<file path="src/rtl/vector_pkg.sv">
// Shared definitions for the vector display list: entry field positions,
// entry kinds and the decode helper used by the list reader.
package vector_pkg;

    localparam int ENTRY_W  = 18;
    localparam int X_MSB    = 17;
    localparam int X_LSB    = 10;
    localparam int Y_MSB    = 9;
    localparam int Y_LSB    = 2;
    localparam int LINE_BIT = 1;
    localparam int POS_BIT  = 0;

    typedef enum logic [1:0] {
        ENT_DOT  = 2'b00,
        ENT_MOVE = 2'b01,
        ENT_LINE = 2'b10,
        ENT_END  = 2'b11
    } entry_kind_e;

    localparam logic [ENTRY_W-1:0] END_MARKER = {16'd0, 2'b11};

    function automatic entry_kind_e decode_entry(input logic [ENTRY_W-1:0] word);
        return entry_kind_e'({word[LINE_BIT], word[POS_BIT]});
    endfunction

endpackage

</file>
<file path="src/rtl/vector_list_reader.sv">
// Walks the completed display list in RAM and converts move/line/dot entries
// into absolute segments for the line drawer; pulses halt at the end marker.
module vector_list_reader
    import vector_pkg::*;
#(
    parameter int OUT_WIDTH   = 8,
    parameter int ADR_WIDTH   = 16,
    parameter int DATAWIDTH   = 18,
    parameter int MAX_ENTRIES = 4096
) (
    input  logic                 clk,
    input  logic                 rst,
    input  logic                 go,
    output logic                 halt,
    output logic [ADR_WIDTH-1:0] adrREAD,
    input  logic [DATAWIDTH-1:0] dataREAD,
    output logic                 seg_valid,
    input  logic                 seg_ready,
    output logic [OUT_WIDTH-1:0] x0,
    output logic [OUT_WIDTH-1:0] y0,
    output logic [OUT_WIDTH-1:0] x1,
    output logic [OUT_WIDTH-1:0] y1,
    output logic [ADR_WIDTH-1:0] seg_count,
    output logic [2:0]           state_debug
);

    typedef enum logic [2:0] {
        S_WAIT_GO     = 3'd0,
        S_ADDR        = 3'd1,
        S_DECODE      = 3'd2,
        S_EMIT        = 3'd3,
        S_END_PASS    = 3'd4,
        S_WAIT_GO_LOW = 3'd5
    } rd_state_e;

    localparam logic [ADR_WIDTH-1:0] LAST_ADR = ADR_WIDTH'(MAX_ENTRIES - 1);

    rd_state_e              r_state;
    rd_state_e              w_state_nxt;
    logic                   r_halt;
    logic                   w_halt_nxt;
    logic [ADR_WIDTH-1:0]   r_adr;
    logic [ADR_WIDTH-1:0]   w_adr_nxt;
    logic [ADR_WIDTH-1:0]   r_seg_count;
    logic [ADR_WIDTH-1:0]   w_seg_count_nxt;
    logic                   r_seg_valid;
    logic                   w_seg_valid_nxt;
    logic [OUT_WIDTH-1:0]   r_x0, r_y0, r_x1, r_y1;
    logic [OUT_WIDTH-1:0]   w_x0_nxt, w_y0_nxt, w_x1_nxt, w_y1_nxt;
    logic [OUT_WIDTH-1:0]   r_cx, r_cy;
    logic [OUT_WIDTH-1:0]   w_cx_nxt, w_cy_nxt;
    logic                   r_go_lost;
    logic                   w_go_lost_nxt;

    entry_kind_e            w_kind;
    logic [OUT_WIDTH-1:0]   w_ex;
    logic [OUT_WIDTH-1:0]   w_ey;
    logic                   w_pass_done;
    logic                   w_handshake;

    assign w_kind      = decode_entry(dataREAD[ENTRY_W-1:0]);
    assign w_ex        = OUT_WIDTH'(dataREAD[X_MSB:X_LSB]);
    assign w_ey        = OUT_WIDTH'(dataREAD[Y_MSB:Y_LSB]);
    // The address guard ends a pass even if the last word is a drawable entry.
    assign w_pass_done = (w_kind == ENT_END) || (r_adr == LAST_ADR);
    assign w_handshake = r_seg_valid & seg_ready;

    // State register.
    always_ff @(posedge clk or negedge rst) begin
        if (!rst) begin
            r_state <= S_WAIT_GO;
        end else begin
            r_state <= w_state_nxt;
        end
    end

    // Next-state selection.
    always_comb begin
        w_state_nxt = r_state;
        case (r_state)
            S_WAIT_GO: begin
                if (go) begin
                    w_state_nxt = S_ADDR;
                end else begin
                    w_state_nxt = S_WAIT_GO;
                end
            end
            S_ADDR: begin
                if (!go) begin
                    w_state_nxt = S_WAIT_GO_LOW;
                end else begin
                    w_state_nxt = S_DECODE;
                end
            end
            S_DECODE: begin
                if (!go) begin
                    w_state_nxt = S_WAIT_GO_LOW;
                end else if (w_pass_done) begin
                    w_state_nxt = S_END_PASS;
                end else if (w_kind == ENT_MOVE) begin
                    w_state_nxt = S_ADDR;
                end else begin
                    w_state_nxt = S_EMIT;
                end
            end
            S_EMIT: begin
                // A go drop seen at any point while emitting aborts only after the handshake.
                if (w_handshake) begin
                    if (r_go_lost || !go) begin
                        w_state_nxt = S_WAIT_GO_LOW;
                    end else begin
                        w_state_nxt = S_ADDR;
                    end
                end else begin
                    w_state_nxt = S_EMIT;
                end
            end
            S_END_PASS: begin
                w_state_nxt = S_WAIT_GO_LOW;
            end
            S_WAIT_GO_LOW: begin
                if (!go) begin
                    w_state_nxt = S_WAIT_GO;
                end else begin
                    w_state_nxt = S_WAIT_GO_LOW;
                end
            end
            default: begin
                w_state_nxt = S_WAIT_GO;
            end
        endcase
    end

    // Next values of the registered outputs and the current point.
    always_comb begin
        w_halt_nxt      = 1'b0;
        w_adr_nxt       = r_adr;
        w_seg_count_nxt = r_seg_count;
        w_seg_valid_nxt = r_seg_valid;
        w_x0_nxt        = r_x0;
        w_y0_nxt        = r_y0;
        w_x1_nxt        = r_x1;
        w_y1_nxt        = r_y1;
        w_cx_nxt        = r_cx;
        w_cy_nxt        = r_cy;
        w_go_lost_nxt   = r_go_lost;
        case (r_state)
            S_WAIT_GO: begin
                if (go) begin
                    w_adr_nxt       = {ADR_WIDTH{1'b0}};
                    w_seg_count_nxt = {ADR_WIDTH{1'b0}};
                    w_cx_nxt        = {OUT_WIDTH{1'b0}};
                    w_cy_nxt        = {OUT_WIDTH{1'b0}};
                    w_go_lost_nxt   = 1'b0;
                end else begin
                    w_go_lost_nxt   = 1'b0;
                end
            end
            S_DECODE: begin
                if (!go) begin
                    w_halt_nxt = 1'b0;
                end else if (w_pass_done) begin
                    w_halt_nxt = 1'b1;
                end else begin
                    case (w_kind)
                        ENT_MOVE: begin
                            w_cx_nxt  = w_ex;
                            w_cy_nxt  = w_ey;
                            w_adr_nxt = r_adr + {{(ADR_WIDTH-1){1'b0}}, 1'b1};
                        end
                        ENT_LINE: begin
                            w_x0_nxt        = r_cx;
                            w_y0_nxt        = r_cy;
                            w_x1_nxt        = w_ex;
                            w_y1_nxt        = w_ey;
                            w_seg_valid_nxt = 1'b1;
                        end
                        ENT_DOT: begin
                            w_x0_nxt        = w_ex;
                            w_y0_nxt        = w_ey;
                            w_x1_nxt        = w_ex;
                            w_y1_nxt        = w_ey;
                            w_seg_valid_nxt = 1'b1;
                        end
                        default: begin
                            w_halt_nxt = 1'b0;
                        end
                    endcase
                end
            end
            S_EMIT: begin
                if (w_handshake) begin
                    w_seg_valid_nxt = 1'b0;
                    w_seg_count_nxt = r_seg_count + {{(ADR_WIDTH-1){1'b0}}, 1'b1};
                    w_cx_nxt        = r_x1;
                    w_cy_nxt        = r_y1;
                    w_adr_nxt       = r_adr + {{(ADR_WIDTH-1){1'b0}}, 1'b1};
                    w_go_lost_nxt   = 1'b0;
                end else begin
                    w_go_lost_nxt   = r_go_lost | ~go;
                end
            end
            S_END_PASS: begin
                w_adr_nxt = {ADR_WIDTH{1'b0}};
            end
            default: begin
                w_halt_nxt = 1'b0;
            end
        endcase
    end

    // Output and datapath registers.
    always_ff @(posedge clk or negedge rst) begin
        if (!rst) begin
            r_halt      <= 1'b0;
            r_adr       <= {ADR_WIDTH{1'b0}};
            r_seg_count <= {ADR_WIDTH{1'b0}};
            r_seg_valid <= 1'b0;
            r_x0        <= {OUT_WIDTH{1'b0}};
            r_y0        <= {OUT_WIDTH{1'b0}};
            r_x1        <= {OUT_WIDTH{1'b0}};
            r_y1        <= {OUT_WIDTH{1'b0}};
            r_cx        <= {OUT_WIDTH{1'b0}};
            r_cy        <= {OUT_WIDTH{1'b0}};
            r_go_lost   <= 1'b0;
        end else begin
            r_halt      <= w_halt_nxt;
            r_adr       <= w_adr_nxt;
            r_seg_count <= w_seg_count_nxt;
            r_seg_valid <= w_seg_valid_nxt;
            r_x0        <= w_x0_nxt;
            r_y0        <= w_y0_nxt;
            r_x1        <= w_x1_nxt;
            r_y1        <= w_y1_nxt;
            r_cx        <= w_cx_nxt;
            r_cy        <= w_cy_nxt;
            r_go_lost   <= w_go_lost_nxt;
        end
    end

    assign halt        = r_halt;
    assign adrREAD     = r_adr;
    assign seg_count   = r_seg_count;
    assign seg_valid   = r_seg_valid;
    assign x0          = r_x0;
    assign y0          = r_y0;
    assign x1          = r_x1;
    assign y1          = r_y1;
    assign state_debug = r_state;

endmodule

</file>
<file path="config.mk">
export PLATFORM = sky130hd
export DESIGN_NAME = vector_list_reader
export DESIGN_NICKNAME = d
export VERILOG_FILES = /design/src/rtl/vector_pkg.sv /design/src/rtl/vector_list_reader.sv
export SDC_FILE = /design/constraint.sdc
export NUM_CORES = 1
export LEC_CHECK = 0
export CAP_MARGIN = 20
export CORE_MARGIN = 8
export CORE_UTILIZATION = 43
export CTS_CLUSTER_SIZE = 30
export DETAILED_ROUTE_END_ITERATION = 8
export PLACE_DENSITY = 0.73
export SKIP_LAST_GASP = 1
export SLEW_MARGIN = 15
export SYNTH_ARGS = -nofsm -noshare
export SYNTH_HDL_FRONTEND = slang
export SYNTH_SLANG_ARGS = --single-unit
</file>
<file path="constraint.sdc">
create_clock -name clk -period 2.12 [get_ports clk]
set_clock_uncertainty 0.1 [all_clocks]
set_input_delay 0.424 -clock clk [delete_from_list [all_inputs] [get_ports clk]]
set_output_delay 0.424 -clock clk [all_outputs]
set_load 0.01 [all_outputs]
</file>
-- Yosys cells after proc, flatten, opt, wreduce, memory -nomap -nowiden
Cells that the tools add are included.
- add/sub/neg operators: 2
- equal/unequal tests: 15
- multiplexer cells: 40
- bitwise operators: 4
- reduce and logical (&&, ||, !) cells: 17
- operator list (cell ; number):
    $mux W16 ; 6
    $mux W8 ; 9
    $pmux W16 S4 ; 1
    $pmux W8 S3 ; 2
    $add A16 B1 Y16 const B ; 2
    $pmux W16 S2 ; 1
    $pmux W8 S2 ; 2
    $mux W3 ; 6
    $pmux W3 S6 ; 1
    $eq A16 B12 Y1 const B ; 1
    $ne A2 B2 Y1 const B ; 6
    $reduce_and A6 Y1 ; 2
    $mux W1 ; 9
    $reduce_and A4 Y1 ; 2
    $eq A3 B2 Y1 const B ; 2
    $eq A3 B3 Y1 const B ; 2
    $reduce_bool A2 Y1 ; 3
    $reduce_and A5 Y1 ; 1
    $eq A2 B2 Y1 const B ; 2
    $pmux W1 S2 ; 2
    $reduce_bool A4 Y1 ; 1
    $eq A3 B1 Y1 const B ; 1
    $logic_not A3 Y1 ; 1
    $reduce_and A3 Y1 ; 1
    10 further kinds ; 12
- bits in registers: 86
- output and inout bits: 69
- logic and storage cells: 90

-- Depth between registers and ports, before layout
Gate-level depths: netlist of the first run.
- word-level depth: 6
- mapped depth: 9

-- Worst setup path before layout of the first run
OpenSTA, ideal clock, no wires.
- kind: register -> register
- start point: reg r_adr[0], in the netlist adrREAD[0]
- end point: reg r_adr[14], in the netlist adrREAD[14]
- library setup time: 0.134 ns
- data arrival time: 2.123 ns
- path slack: -0.237 ns
- stages on the path, launching flop included: 9
- buffers on the path: 2
- clock period less this slack: 2.357 ns
- path through: dfrtp_1 -> ha_1 -> nand4_2 -> or3_4 -> nor4_4 -> or3_1 -> buf_4 -> buf_8 -> o31ai_2
- word-level cells in the longest chain between the ends: 5
- elaborated cells on any way between the ends: 10
- classes of those cells: 1 x add/sub; 2 x eq/ne; 5 x mux; 2 x reduce/logical
- ends and longest elaborated chain (element ; line ; text):
    start, declared ; vector_list_reader.sv:42 ; logic [ADR_WIDTH-1:0] r_adr;
    start signal, assigned ; vector_list_reader.sv:216 ; r_adr <= {ADR_WIDTH{1'b0}};
    start signal, assigned ; vector_list_reader.sv:228 ; r_adr <= w_adr_nxt;
    $add A16 B1 Y16 ; vector_list_reader.sv:169, vector_list_reader.sv:197 ;
    $mux W16 ; vector_list_reader.sv:165 ; case (w_kind)
    $mux W16 ; vector_list_reader.sv:162 ; end else if (w_pass_done) begin
    $mux W16 ; vector_list_reader.sv:160 ; if (!go) begin
    $pmux W16 S4 ; vector_list_reader.sv:147 ; case (r_state)
Several ways; a longest one is shown, not always the timed one. The select of a mux whose other input is x is not followed.
A chain may end at the register's enable or synchronous reset.

-- Final worst setup path of the first run
- start point: reg r_adr[13], in the netlist adrREAD[13]
- end point: reg r_y1[5], in the netlist y1[5]
- word-level cells in the longest chain between the ends: 4
- ends and longest elaborated chain (element ; line ; text):
    $eq A16 B12 Y1 ; vector_list_reader.sv:65 ; assign w_pass_done = (w_kind == ENT_END) || (r_adr == LAST_ADR);
    $logic_or A1 B1 Y1 ; vector_list_reader.sv:65 ;
    $not A1 Y1 (no line) ; n/a ;
    $reduce_and A4 Y1 (no line) ; n/a ;
    end signal, assigned ; vector_list_reader.sv:222 ; r_y1 <= {OUT_WIDTH{1'b0}};
    end signal, assigned ; vector_list_reader.sv:234 ; r_y1 <= w_y1_nxt;
    end, declared ; vector_list_reader.sv:48 ; logic [OUT_WIDTH-1:0] r_x0, r_y0, r_x1, r_y1;
Every way passes these cells.

==> results.toml, run 1 <==
[cts]
insertion_delay_ns = 0.36
clk_pin_slew_worst_paths_ns = 0.09
clock_sinks = 86
cts_buffers = 9
root_buffer = "clkbuf_8"
hold_buffers = 0
cts_buffer_depth = 2
htreeDepth = 3
cts_tree = "yes"

[place]
place_inst = 663
place_area_um2 = 5820
dp_slack_ns = -0.371
portBuffers = 90
routabilityCongestion = 0.804
dp_hpwl_mm = 8.10

[logic_synthesis]
seq_area_frac_synth_pct = 49.5
synth_edf_count = 0
synthDistinctLibCells = 48
postSynthCellCount = 411
synth_ff_type = "dfrtp_1"
synth-seq-cells = 86
syn_nets = 435
ys_warn_count = 0
synthArstFlopShare_pct = 100
syn_area_per_cell_um2 = 10.6
synthesis.area_um2 = 4350

[global_routing]
gr-total-overflow = 0
antenna_found_initial = 0
grt_pass1_vias = 3849
track_usage_pct = 18.1
grt_pass1_wl_mm = 19.8
grt_max_degree = 87

[cells_and_area]
nFillCells = 820
layout.cells.non_filler = 686
area_growth_pct = 42.5
mostFrequentLayoutCells = "89 x clkdlybuf4s50_1, 82 x dfrtp_1, 52 x buf_4"
final_nets = 572
diodes = 0
design_area_um2 = 6200
final_common_cell = "clkdlybuf4s50_1"
drive_gt1_share_pct = 25.7

[timing]
hold_viol_final = 23
final-setup-viol-count = 9
hold_ws_ns = -0.0160
rsz0062_at_grt = "yes"
period_share_pct = 101
relSlewSlack_pct = 67.5
final_max_slew_viol_count = 0
fin_tns_setup_ns = -0.0555
fmax_mhz = 468
worstMarginPinSlew_ns = 0.483
setup_slack_ns = -0.0165
post-route-min-period_ns = 2.14

[route]
drc_errors = 0
ant_nets = 0
drt-pass1-iter-count = 4
vias_per_cell = 5.52
drt_wl_total_mm = 11.9
drt_iter0_drc = 200
vias = 3785
wl_per_cell_um = 17.3

[critical_path]
rrSetupSlack_ns = -0.02
setup.worst_path.start = "adrREAD[13]"
cp-start-kind = "flop"
worstSetupPathType = "flop to flop"
arrival_ns = 2.28
cp_max_fo = 11
cp-end-kind = "flop"
worstPathRequired_ns = 2.26
timing.rr.start = "adrREAD[13]"

[power_and_ir_drop]
power_density_nw_per_um2 = 1090
power.leakage_nw = 2.65
vdd_drop_max_v = 0.000737

[floorplan]
io_pins = 91
die-area_um2 = 13600
coreArea_um2 = 9820
die-width_um = 117
fp-row-count = 36
initial_core_util_pct = 44.3
die_y_um = 117

[flow_run]
maxCapViolCount = 0

[outcome]
violations = "negative hold slack, negative setup slack"
status = "finished, violations left"

[worst_hold_path]
hold_class = "input pin to async pin"
## area by class of cell
| cell class | count | area [um^2] | area share, % |
|---|---|---|---|
| Clock buffer | 9 | 124 | 2.00 |
| Timing Repair Buffer | 153 | 1490 | 24.0 |
| Tap cell | 133 | 166 | 2.68 |
| Sequential cell | 86 | 2160 | 34.8 |
| Clock inverter | 7 | 72.6 | 1.17 |
| Inverter | 11 | 41.3 | 0.666 |
| Multi-Input combinational cell | 287 | 2150 | 34.7 |
## registers in the layout, summed over array words and instances (netlist names)
name         flops
adrREAD         16
seg_count       16
r_cx             8
r_cy             8
x0               8
x1               8
y0               8
y1               8
state_debug      3
halt             1
r_go_lost        1
seg_valid        1
## synthesized netlist by cell type, types with 2 or more instances
master,count,share of area [%]
o41ai_1,2,0.40
a31oi_1,5,0.72
nand4_1,3,0.43
mux2_1,16,4.1
buf_2,10,1.2
nor3_1,11,1.3
and4_1,2,0.40
clkbuf_1,10,0.86
a32o_1,16,3.7
dfrtp_1,86,49
nand2_1,39,3.4
o21ai_0,8,0.92
buf_4,4,0.69
nor4_1,4,0.57
o31ai_1,20,3.5
a21oi_1,9,1.0
nor2_1,32,2.8
xnor2_1,13,2.6
nand2b_1,4,0.57
nor2b_1,4,0.57
nor4_4,2,0.98
o21ai_1,21,2.4
or3_1,5,0.72
o31ai_2,5,1.4
and2_1,3,0.43
inv_1,10,0.86
mux2_2,17,4.4
mux2i_1,17,3.9
ha_1,2,0.57
o2111ai_1,2,0.40
nand3_1,12,1.4
## logic make-up after synthesis
kind of cell	after synthesis	synth area share (%)
and+or+nand+nor	128	15.0
AOI/OAI and AO/OA	94	15.6
DFF	86	49.5
muxes	50	12.4
buffers and inverters	38	4.34
xor gates and xnor gates	13	2.62
adders and majority gates	2	0.575
## worst paths after layout
check | endpoint | cells after the start
hold reg to reg | r_cy[4] | 1
setup / recovery | y1[5] | 5
setup reg to reg | y1[5] | 5
min in group clk | r_cy[4] | 1
hold / removal | y1[2] | 2
max in group asynchronous | state_debug[0] | 2
## metal layers
metal | vias up | GRT usage [%] | routed length (um) | part of all wire (%)
met5 | - | 0 | 0 | 0
li1 | 1774 | - | - | -
met3 | 14 | 4.65 | 716 | 6.0
met1 | 1895 | 23.8 | 5440 | 46
met4 | 0 | 4.61 | 134 | 1.1
met2 | 102 | 29.2 | 5560 | 47
## per-stage QoR
| step | util (%) | power (W) |
|---|---|---|
| floorplan | - | 0.00406 |
| global placement | 59.3 | 0.00538 |
| detailed placement | 59.3 | 0.00548 |
| CTS | 62.1 | 0.00673 |
| global route | 63.1 | 0.00718 |
| finish | 63.1 | 0.00674 |
## power breakdown
| part | switching [W] | total [W] | internal [W] |
|---|---|---|---|
| Combinational | 0.00141 | 0.00306 | 0.00166 |
| Clock | 0.000635 | 0.00118 | 0.000547 |
| Sequential | 0.000362 | 0.00249 | 0.00213 |
| Total | 0.00241 | 0.00674 | 0.00433 |
## what timing repair did
action	4_1_cts	5_1_grt
cloned	2	0
setup endpoints to repair	53	48
pin swaps	3	4
gates resized for setup	5	15
buffers inserted	2	3
## critical path, stage by stage, from the launching register on
cell	delay, ns
dfrtp_2	0.41
or4_4	0.55
nor4_4	0.23
or3_4	0.25
buf_12	0.17
mux2_4	0.31
(Power assumes the default switching activity.)
==> inputs of run 2 (changes only) <==
--- a/config.mk
+++ b/config.mk
@@ -6,6 +6,7 @@
 export NUM_CORES = 1
 export LEC_CHECK = 0
 export CAP_MARGIN = 20
+export CORE_ASPECT_RATIO = 1.2
 export CORE_MARGIN = 8
 export CORE_UTILIZATION = 43
 export CTS_CLUSTER_SIZE = 30
==> results.toml, run 2 (synthesis gave the netlist of run 1 again) <==
[outcome]
status = "finished, violations left"
violations = "negative setup slack"

[floorplan]
die-area_um2 = 13600
initial_core_util_pct = 43.7
coreArea_um2 = 9960
fp-row-count = 40
io_pins = 91
die-width_um = 108
die_y_um = 126

[critical_path]
setup.worst_path.start = "adrREAD[13]"
cp_max_fo = 5
rrSetupSlack_ns = -0.02
cp-end-kind = "flop"
worstSetupPathType = "flop to flop"
arrival_ns = 2.27
worstPathRequired_ns = 2.24
cp-start-kind = "flop"
timing.rr.start = "adrREAD[13]"
r2r_end = "y1[4]"
r2r_cells = 6
crit_end = "y1[4]"

[cts]
cts_tree = "yes"
clk_pin_slew_worst_paths_ns = 0.07
htreeDepth = 3
clock_sinks = 86
cts_buffers = 9
insertion_delay_ns = 0.33
cts_buffer_depth = 2
root_buffer = "clkbuf_16"

[route]
vias = 3792
drc_errors = 0
drt_iter0_drc = 126
drt_wl_total_mm = 12.1
wl_per_cell_um = 17.8
ant_nets = 0
drt-pass1-iter-count = 4
vias_per_cell = 5.55

[timing]
relSlewSlack_pct = 70.6
hold_viol_final = 0
hold_ws_ns = 0.387
final_max_slew_viol_count = 0
final-setup-viol-count = 12
post-route-min-period_ns = 2.14
setup_slack_ns = -0.0212
worstMarginPinSlew_ns = 0.437
fmax_mhz = 467
period_share_pct = 101
rsz0062_at_grt = "yes"

[worst_hold_path]
hold_class = "flop to flop"

[cells_and_area]
drive_gt1_share_pct = 25.0
layout.cells.non_filler = 683
final_nets = 576
final_common_cell = "clkdlybuf4s50_1"
mostFrequentLayoutCells = "88 x clkdlybuf4s50_1, 84 x dfrtp_1, 53 x buf_4"
area_growth_pct = 45.1
diodes = 0

[place]
dp_slack_ns = -0.403
routabilityCongestion = 0.835
portBuffers = 90
place_inst = 658
dp_hpwl_mm = 8.19

[global_routing]
grt_pass1_vias = 3890
track_usage_pct = 17.5
grt_max_degree = 39
globalRouteMet2Util_pct = 29.4
use_met1_pct = 21.7
use_met3_pct = 3.47
grt_pass1_wl_mm = 19.4
antenna_found_initial = 0
gr-total-overflow = 0
busiest_layer = "met2"

[power_and_ir_drop]
power.leakage_nw = 2.71
power_density_nw_per_um2 = 1110
vdd_drop_max_v = 0.000705
finalPower_w = 0.00704

[flow_run]
maxCapViolCount = 0
run 2: cell types whose count changed in the layout (fill, tap and decap cells not counted), sizes merged:
cell | before | now
clkdlybuf4s50 | 89 | 88
bufinv | 1 | 0
buf | 63 | 65
dlygate4sd3 | 0 | 1
clkbuf | 9 | 11
clkinvlp | 2 | 4
clkinv | 3 | 1
dlymetal6s2s | 0 | 1
run 2: where the power goes:
group	leakage (nW)	internal [W]	switching (W)
Combinational	1.43	0.00167	0.00139
Sequential	1.16	0.00213	0.000403
Clock	0.121	0.000800	0.000651
Total	2.71	0.00459	0.00244
run 2: how the worst min path moves through the flow:
stage	from	end	depth (start not counted)
global route	r_cy[1]	r_cy[1]	1
floorplan	rst	adrREAD[0]	0
detailed placement	rst	adrREAD[11]	1
finish	y0[7]	y0[7]	2
global placement	rst	adrREAD[11]	1
CTS	y0[7]	y0[7]	2
run 2: critical path: stages, from the launching register on:
cell and delay, ns:
dfrtp_2 0.39, or4_4 0.57, nor4_4 0.20, or3_4 0.22, buf_12 0.12, clkbuf_16 0.14, mux2_4 0.29
run 2: layout make-up:
class | instances | area [um^2]
clock buffer | 10 | 229
clock inverter | 6 | 47.5
fill | 793 | 3640
inverter | 11 | 41.3
multi-input combinational | 287 | 2140
sequential | 86 | 2150
tap | 126 | 158
timing repair buffer | 157 | 1550
run 2: stage by stage:
step / cell area (um^2) / TNS, ns / util (%)
2_1_floorplan: 4450 / -6.44 / -
3_3_place_gp: 5830 / -17.08 / 58.5
3_5_place_dp: 5830 / -18.82 / 58.5
4_1_cts: 6230 / 0 / 62.6
5_1_grt: 6310 / -1.64 / 63.4
6_report: 6310 / -0.159 / 63.4
run 2: per-layer routing:
| layer | vias to the layer above | part of all wire [%] |
|---|---|---|
| met3 | 15 | 6.0 |
| met2 | 117 | 50 |
| li1 | 1784 | - |
| met1 | 1876 | 43 |
| met4 | 0 | 1.4 |
| met5 | - | 0 |
run 2: repair_timing:
action / 4_1_cts / 5_1_grt
endpoints found under the setup margin: 53 / 66
setup buffers: 3 / 1
gates resized for setup: 5 / 16
cloned: 2 / 3
pin swaps: 3 / 5
hold buffers: 1 / 0
hold endpoints to repair: 30 / 0
==> inputs of run 3 (changes only) <==
--- a/config.mk
+++ b/config.mk
@@ -9,6 +9,7 @@
 export CORE_ASPECT_RATIO = 1.2
 export CORE_MARGIN = 8
 export CORE_UTILIZATION = 43
+export CTS_BUF_LIST = sky130_fd_sc_hd__clkbuf_16
 export CTS_CLUSTER_SIZE = 30
 export DETAILED_ROUTE_END_ITERATION = 8
 export PLACE_DENSITY = 0.73
==> results.toml, run 3 (synthesis gave the netlist of run 1 again) <==
[outcome]
status = "finished, violations left"
violations = "negative setup slack"

[worst_hold_path]
hp-start = "y0[7]"
holdPathEnd = "y0[7]"
hold_depth = 2
hold_class = "flop to flop"

[timing]
hold_ws_ns = 0.383
period_share_pct = 101
final-setup-viol-count = 16
final_max_slew_viol_count = 0
post-route-min-period_ns = 2.15
fmax_mhz = 466
rsz0062_at_grt = "yes"
relSlewSlack_pct = 69.4
worstMarginPinSlew_ns = 0.456
setup_slack_ns = -0.0275
hold_viol_final = 0

[critical_path]
crit_path_max_incr_delay_ns = 0.57
path_delay_family = "simple AND/OR/NAND/NOR gates"
timing.rr.start = "adrREAD[13]"
cp-start-kind = "flop"
path_cells = "or4_4 > buf_4 > nor4_4 > or3_4 > buf_6 > o31ai_1"
arrival_ns = 2.25
worstSetupPathType = "flop to flop"
crit_buf_inv = 2
rrSetupSlack_ns = -0.03
cp-end-kind = "flop"
slowest_stage = "or4_4"
r2r_end = "adrREAD[12]"
worstPathRequired_ns = 2.22
cp_max_fo = 5
r2r_cells = 6

[cells_and_area]
drive_gt1_share_pct = 24.8
post-route-util_pct = 63.4
area_growth_pct = 45.1
final_common_cell = "clkdlybuf4s50_1"
mostFrequentLayoutCells = "87 x clkdlybuf4s50_1, 84 x dfrtp_1, 53 x buf_4"
diodes = 0
regArea_um2 = 2150
final_nets = 575
nFillCells = 789
multi_input_area_um2 = 2140

[floorplan]
die-area_um2 = 13600
coreArea_um2 = 9960
fp-row-count = 40
io_pins = 91
die-width_um = 108
die_y_um = 126
initial_core_util_pct = 43.7

[power_and_ir_drop]
power_density_nw_per_um2 = 1110
vdd_drop_max_v = 0.000749
power.leakage_nw = 2.73

[place]
routabilityCongestion = 0.835
dp_hpwl_mm = 8.19
portBuffers = 90

[flow_run]
maxCapViolCount = 0

[cts]
cts_buffer_depth = 2
cts_buffers = 9
htreeDepth = 3
cts_tree = "yes"
root_buffer = "clkbuf_16"
clk_pin_slew_worst_paths_ns = 0.07
insertion_delay_ns = 0.33
clock_sinks = 86

[global_routing]
grt_pass1_vias = 3877
grt_pass1_wl_mm = 19.2
antenna_found_initial = 0
gr-total-overflow = 0
grt_max_degree = 39
track_usage_pct = 17.3

[route]
wl_per_cell_um = 17.4
drt_wl_total_mm = 11.9
drt_iter0_drc = 116
vias = 3811
drt-pass1-iter-count = 4
drc_errors = 0
vias_per_cell = 5.59
ant_nets = 0
-- run 3: changes by cell type in the layout (fill, tap and decap cells not counted) --
cell             delta
dlymetal6s2s_1      +1
buf_6               -1
clkbuf_1            -1
clkdlybuf4s50_1     -1
inv_1               +1
buf_16              +1
buf_12              -1
-- run 3: repair_timing --
action	CTS	global route
gates resized for setup	5	14
pin swaps	3	5
endpoints found under the setup margin	53	56
cloned	2	2
hold buffers	1	0
buffers inserted	2	1
endpoints found under the hold margin	30	0
-- run 3: how the worst max path moves through the flow --
| stage | startpoint | to | slack, ns | cells after the start |
|---|---|---|---|---|
| after global routing | adrREAD[13] | x1[5] | -0.08 | 6 |
| after detailed placement | go | adrREAD[12] | -0.40 | 7 |
| after CTS | adrREAD[13] | x1[3] | -0.03 | 6 |
| final | adrREAD[13] | adrREAD[12] | -0.03 | 6 |
| after global placement | go | x1[6] | -0.36 | 6 |
| after floorplan | adrREAD[1] | adrREAD[4] | -0.21 | 8 |
-- run 3: layer usage --
metal / vias to the layer above / track usage (%) / share of wire (%)
li1: 1786 / - / -
met1: 1887 / 21.7 / 43
met2: 123 / 28.6 / 49
met3: 15 / 4.29 / 6.4
met4: 0 / 5.07 / 1.3
met5: - / 0 / 0
-- run 3: worst reg2reg max path: stages, from the launching register on --
cell and delay (ns):
dfrtp_2 0.39, or4_4 0.57, buf_4 0.17, nor4_4 0.35, or3_4 0.25, buf_6 0.13
o31ai_1 0.07
-- run 3: through the flow --
stage	setup TNS [ns]	setup WS, ns	cell area, um^2	total power [W]	std cells
3_5_place_dp	-18.82	-0.403	5830	0.00547	658
6_report	-0.262	-0.0275	6310	0.00698	682
4_1_cts	-0.248	-0.0304	6210	0.00696	679
5_1_grt	-1.65	-0.0775	6310	0.00738	682
2_1_floorplan	-6.44	-0.206	4450	0.00406	411
3_3_place_gp	-17.08	-0.364	5830	0.00539	658
-- run 3: area by class of cell --
| cell class | instances | area share, % |
|---|---|---|
| repair buffers | 156 | 24.5 |
| clock inverters | 7 | 0.813 |
| multi-input cells | 287 | 33.9 |
| well taps | 126 | 2.50 |
| flip-flops and latches | 86 | 34.1 |
| inverters | 11 | 0.654 |
| clock buffers | 9 | 3.57 |
-- run 3: report_power, final --
group / switching, W / internal, W / leakage (nW)
combinational: 0.00137 / 0.00164 / 1.44
sequential: 0.000397 / 0.00213 / 1.16
clock: 0.000647 / 0.000795 / 0.125
total: 0.00241 / 0.00457 / 2.73
